$ cat config.mk
export PLATFORM = sky130hd
export DESIGN_NAME = shift_register_sequencer
export DESIGN_NICKNAME = d
export VERILOG_FILES = /design/src/rtl/shift_register_sequencer.sv
export SDC_FILE = /design/constraint.sdc
export NUM_CORES = 1
export LEC_CHECK = 0
export BUFFER_PORTS_ARGS = -buffer_cell sky130_fd_sc_hd__buf_2
export CAP_MARGIN = 15
export CORE_ASPECT_RATIO = 0.8
export CORE_MARGIN = 2
export CORE_UTILIZATION = 39
export DETAILED_ROUTE_END_ITERATION = 12
export PLACE_DENSITY = 0.69
export SYNTH_ARGS = -nofsm -noshare
export SYNTH_HDL_FRONTEND = slang
export SYNTH_SLANG_ARGS = --single-unit
$ cat constraint.sdc
create_clock -name CP -period 1.6 [get_ports CP]
set_input_delay 0.32 -clock CP [delete_from_list [all_inputs] [get_ports CP]]
set_output_delay 0.32 -clock CP [all_outputs]
set_load 0.05 [all_outputs]
$ cat src/rtl/shift_register_sequencer.sv
// shift_register_sequencer
//   Command-driven controller for a 4-bit bidirectional shift register
//   (S1/S0 mode, D, DSL, DSR, CP). A host offers one command at a time
//   (LOAD, ROTR N, ROTL N, SERIN N) over a valid/ready handshake. The
//   controller drives the register's mode and serial pins for exactly the
//   required number of CP edges, then pulses DONE for one cycle.
//
// Ports
//   CP         clock, rising edge, shared with the shift register
//   CR         asynchronous active-low reset
//   CMD_VALID  command offered        CMD_READY  command can be accepted
//   CMD_OP     00 LOAD, 01 ROTR, 10 ROTL, 11 SERIN
//   CMD_N      shift count (ignored for LOAD)
//   CMD_DATA   parallel word for LOAD
//   ABORT      synchronous abort of the running command
//   SIN        serial data for SERIN  SIN_TAKE   SIN consumed at this edge
//   Q          shift register outputs (rotate feedback)
//   S1, S0     register mode: 11 load, 10 toward Q[0], 01 toward Q[MSB], 00 hold
//   D          register parallel input
//   DSL, DSR   register serial inputs
//   BUSY       command in progress    DONE       command completed normally
module shift_register_sequencer #(
  parameter int WIDTH = 4,
  parameter int CNT_W = 3
) (
  input  logic             CP,
  input  logic             CR,
  input  logic             CMD_VALID,
  output logic             CMD_READY,
  input  logic [1:0]       CMD_OP,
  input  logic [CNT_W-1:0] CMD_N,
  input  logic [WIDTH-1:0] CMD_DATA,
  input  logic             ABORT,
  input  logic             SIN,
  output logic             SIN_TAKE,
  input  logic [WIDTH-1:0] Q,
  output logic             S1,
  output logic             S0,
  output logic [WIDTH-1:0] D,
  output logic             DSL,
  output logic             DSR,
  output logic             BUSY,
  output logic             DONE
);

  typedef enum logic [1:0] {
    IDLE = 2'd0,
    EXEC = 2'd1,
    FIN  = 2'd2
  } state_t;

  typedef enum logic [1:0] {
    OP_LOAD  = 2'b00,
    OP_ROTR  = 2'b01,
    OP_ROTL  = 2'b10,
    OP_SERIN = 2'b11
  } op_t;

  state_t           state;
  op_t              op;
  logic [WIDTH-1:0] data;
  logic [CNT_W-1:0] count;

  always_ff @(posedge CP or negedge CR) begin
    if (!CR) begin
      state <= IDLE;
      op    <= OP_LOAD;
      data  <= '0;
      count <= '0;
    end else begin
      case (state)
        IDLE: begin
          if (CMD_VALID && !ABORT) begin
            op   <= op_t'(CMD_OP);
            data <= CMD_DATA;
            if (op_t'(CMD_OP) == OP_LOAD) begin
              count <= CNT_W'(1);
              state <= EXEC;
            end else if (CMD_N == '0) begin
              // Zero-length shift: no register edge, report completion directly.
              count <= '0;
              state <= FIN;
            end else begin
              count <= CMD_N;
              state <= EXEC;
            end
          end
        end
        EXEC: begin
          if (ABORT) begin
            state <= IDLE;
          end else begin
            count <= count - CNT_W'(1);
            if (count == CNT_W'(1)) state <= FIN;
          end
        end
        FIN:     state <= IDLE;
        default: state <= IDLE;
      endcase
    end
  end

  // Register-facing pins are active only while executing and not aborted,
  // so an abort cycle leaves the register holding.
  always_comb begin
    S1       = 1'b0;
    S0       = 1'b0;
    DSL      = 1'b0;
    DSR      = 1'b0;
    SIN_TAKE = 1'b0;
    if (state == EXEC && !ABORT) begin
      case (op)
        OP_LOAD: begin
          S1 = 1'b1;
          S0 = 1'b1;
        end
        OP_ROTR: begin
          S0  = 1'b1;
          DSR = Q[WIDTH-1];
        end
        OP_ROTL: begin
          S1  = 1'b1;
          DSL = Q[0];
        end
        OP_SERIN: begin
          S0       = 1'b1;
          DSR      = SIN;
          SIN_TAKE = 1'b1;
        end
        default: ;
      endcase
    end
  end

  assign D         = data;
  assign BUSY      = (state != IDLE);
  assign DONE      = (state == FIN);
  assign CMD_READY = (state == IDLE) && !ABORT;

endmodule

==> impl_metrics.tcl <==
set metrics [dict create \
    status "complete, but fails checks" \
    violations "negative setup slack" \
    critPathMaxStageDelay_ns 0.38 \
    place_congestion 0.7084 \
    tightest_slew_ns 0.4079 \
    placement.cell_area_um2 893.4 \
    switching_share 0.4354 \
    grt_pass1_vias 518 \
    reg2regPathDepth 3 \
    p_total_mw 1.296 \
    drt_first_iter_violations 6 \
    initial_core_util 0.4097 \
    crit_type "reg2out" \
    maxCapViolCount 0 \
    arrival_ns 1.40 \
    ys_warn_count 0 \
    syn_area_um2 653.1 \
    max_slew_margin 0.7269 \
    viasPerCell 4.983 \
    synthesis.nets 81 \
    layoutNonFillerInstCount 121 \
    max_freq_mhz 580.9 \
    ys_seq_elements 11 \
    placedCellCount 112 \
    required_ns 1.28 \
    synth_edf_count 0 \
    grt_pass1_wl_um 2228 \
    clk_pin_slew_worst_paths_ns 0.07 \
    min_path_cells 2 \
    end_kind "primary output" \
    power_frac_comb 0.524 \
    first_pass_iters 2 \
    cts_buffer_depth 2 \
    fin_skew_ns 0.003295 \
    nNetsFinal 120 \
    dp_hpwl_um 1073 \
    core_area_um2 1594 \
    cellInternalPower_mw 0.7317 \
    p_per_area_nw_per_um2 1282 \
    mostFrequentLayoutCells "20 x buf_2, 10 x dfrtp_1, 9 x buf_4, 6 x buf_6" \
    synthDistinctLibCells 28 \
    grt_overflow 0 \
    p_seq_frac 0.329 \
    antennaDiodeCount 0 \
    fp.dieH_um 40.60 \
    synth_ff_type "dfrtp_1" \
    syn2layout_area_growth_pct 54.79 \
    rsz0062_at_grt "yes" \
    async_flop_share 1.000 \
    worst_slack_ns -0.1215 \
    place_ws_ns 0.07720 \
    antenna_found_initial 0 \
    crit_fanout 6 \
    power_switching_mw 0.5642 \
    peakVddDrop_mv 0.7125 \
    drtAntennaViolNets 0 \
    hold_viol 0 \
    fin_crit_sh 1.076 \
    root_buffer "clkbuf_4" \
    drc 0 \
    dieArea_um2 2020 \
    p_leak_nw 0.4857 \
    path_cells "nand2b_4, or2_4, nor3_4, buf_6" \
    numCtsBuffers 3 \
    grt_start_max_net_pins 12 \
    die_x_um 49.76 \
    layout-drive-gt1-share 0.5859 \
    cts_tree "built" \
    io_buffers 27 \
    slew_viol_final 0 \
    cts_sinks 11 \
    fin_util 0.6342 \
    syn_inst 61 \
    totalWireLength_um 1518 \
    vias 603 \
    grt.total_usage 0.1550 \
    setup_viol 5 \
    startpoint_type "register" \
    hp-class "in2reg" \
    avgSynthCellArea_um2 10.71 \
    period_needed_ns 1.721 \
    clkLatencyLatePin_ns 0.27 \
    io_pins 30 \
    slowest_stage "dfrtp_1" \
    final_area_um2 1011 \
    p_clk_frac 0.147 \
    final_common_cell "buf_2" \
    ys_seq_area_frac 0.4215 \
    h-tree-depth 1 \
    wl_per_cell_um 12.55 \
    rows 13 \
]
-- per-stage QoR --
stage / hold slack (ns) / TNS (ns)
after floorplan: 0.02441 / -0.5414
after detailed placement: 0.2040 / 0
after global placement: 0.2033 / 0
final: 0.2807 / -0.5237
after global routing: 0.2734 / -0.7871
after CTS: 0.2729 / -0.5421
-- power groups by stage --
stage	Sequential, mW	Combinational [mW]	Clock (mW)
after global placement	0.425	0.601	0
after detailed placement	0.429	0.613	0
after CTS	0.423	0.658	0.200
final	0.426	0.679	0.190
after global routing	0.441	0.727	0.217
after floorplan	0.540	0.358	0
-- sequential cells by signal, summed over array words and instances, names as in the netlist --
name,count
op,2
state,2
D,4
count,3
-- final timing paths --
check,start,to,slack [ns]
min in group asynchronous,CR,count[2],0.45
setup reg to reg,state[0],D[0],0.10
hold / removal,CMD_DATA[2],D[2],0.28
setup / recovery,state[1],SIN_TAKE,-0.12
max in group asynchronous,CR,state[0],0.93
hold reg to reg,D[2],D[2],0.50
-- worst max-delay path: cells and delay by family, from the launching register on --
kind | cells | cell delay (ns)
DFF | 1 | 0.38
and+or+nand+nor | 3 | 0.58
buffers and inverters | 1 | 0.18
-- synthesized netlist by cell type, drive strengths merged (2+ instances only) --
master	instances	area share
inv	4	0.023
a21oi	2	0.015
nor3	5	0.046
buf	2	0.025
nor2	3	0.017
mux2i	2	0.031
ha	2	0.038
nand2	3	0.017
o31ai	2	0.023
mux2	5	0.086
dfrtp	11	0.42
o21ai	5	0.038
or2	2	0.019
-- per-layer routing --
metal / up-vias / share of wire / global-route usage
met3: 2 / 0.047 / 0.03358
li1: 303 / - / -
met1: 277 / 0.48 / 0.2027
met5: - / 0 / 0
met4: 0 / 0.0040 / 0.06250
met2: 21 / 0.47 / 0.2567
-- what timing repair did --
item | in CTS | in global routing
setup endpoints to repair | 8 | 9
cloned | 0 | 1
hold buffers | 1 | 0
resized for setup | 14 | 4
pin swaps | 0 | 1
endpoints found under the hold margin | 11 | 0
buffers inserted | 2 | 1
-- layout make-up --
type	count	area [µm²]
flip-flops and latches	11	276.5
well taps	22	27.53
inverters	4	15.01
fillers	153	583.1
clock buffers	4	26.28
repair buffers	37	260.3
multi-input cells	43	405.4
-- cell families (layout without fill, tap and decap cells) --
family / count (synthesis) / in the layout / synth area share
multiplexers: 7 / 7 / 0.1169
AND/OR/NAND/NOR: 18 / 18 / 0.1954
flip-flops: 11 / 11 / 0.4214
buffers and inverters: 7 / 45 / 0.05362
adder cells (fa/ha/maj): 2 / 2 / 0.03831
AO/OA/AOI/OAI: 16 / 16 / 0.1743
No activity file was read; power rests on OpenSTA's default activity.
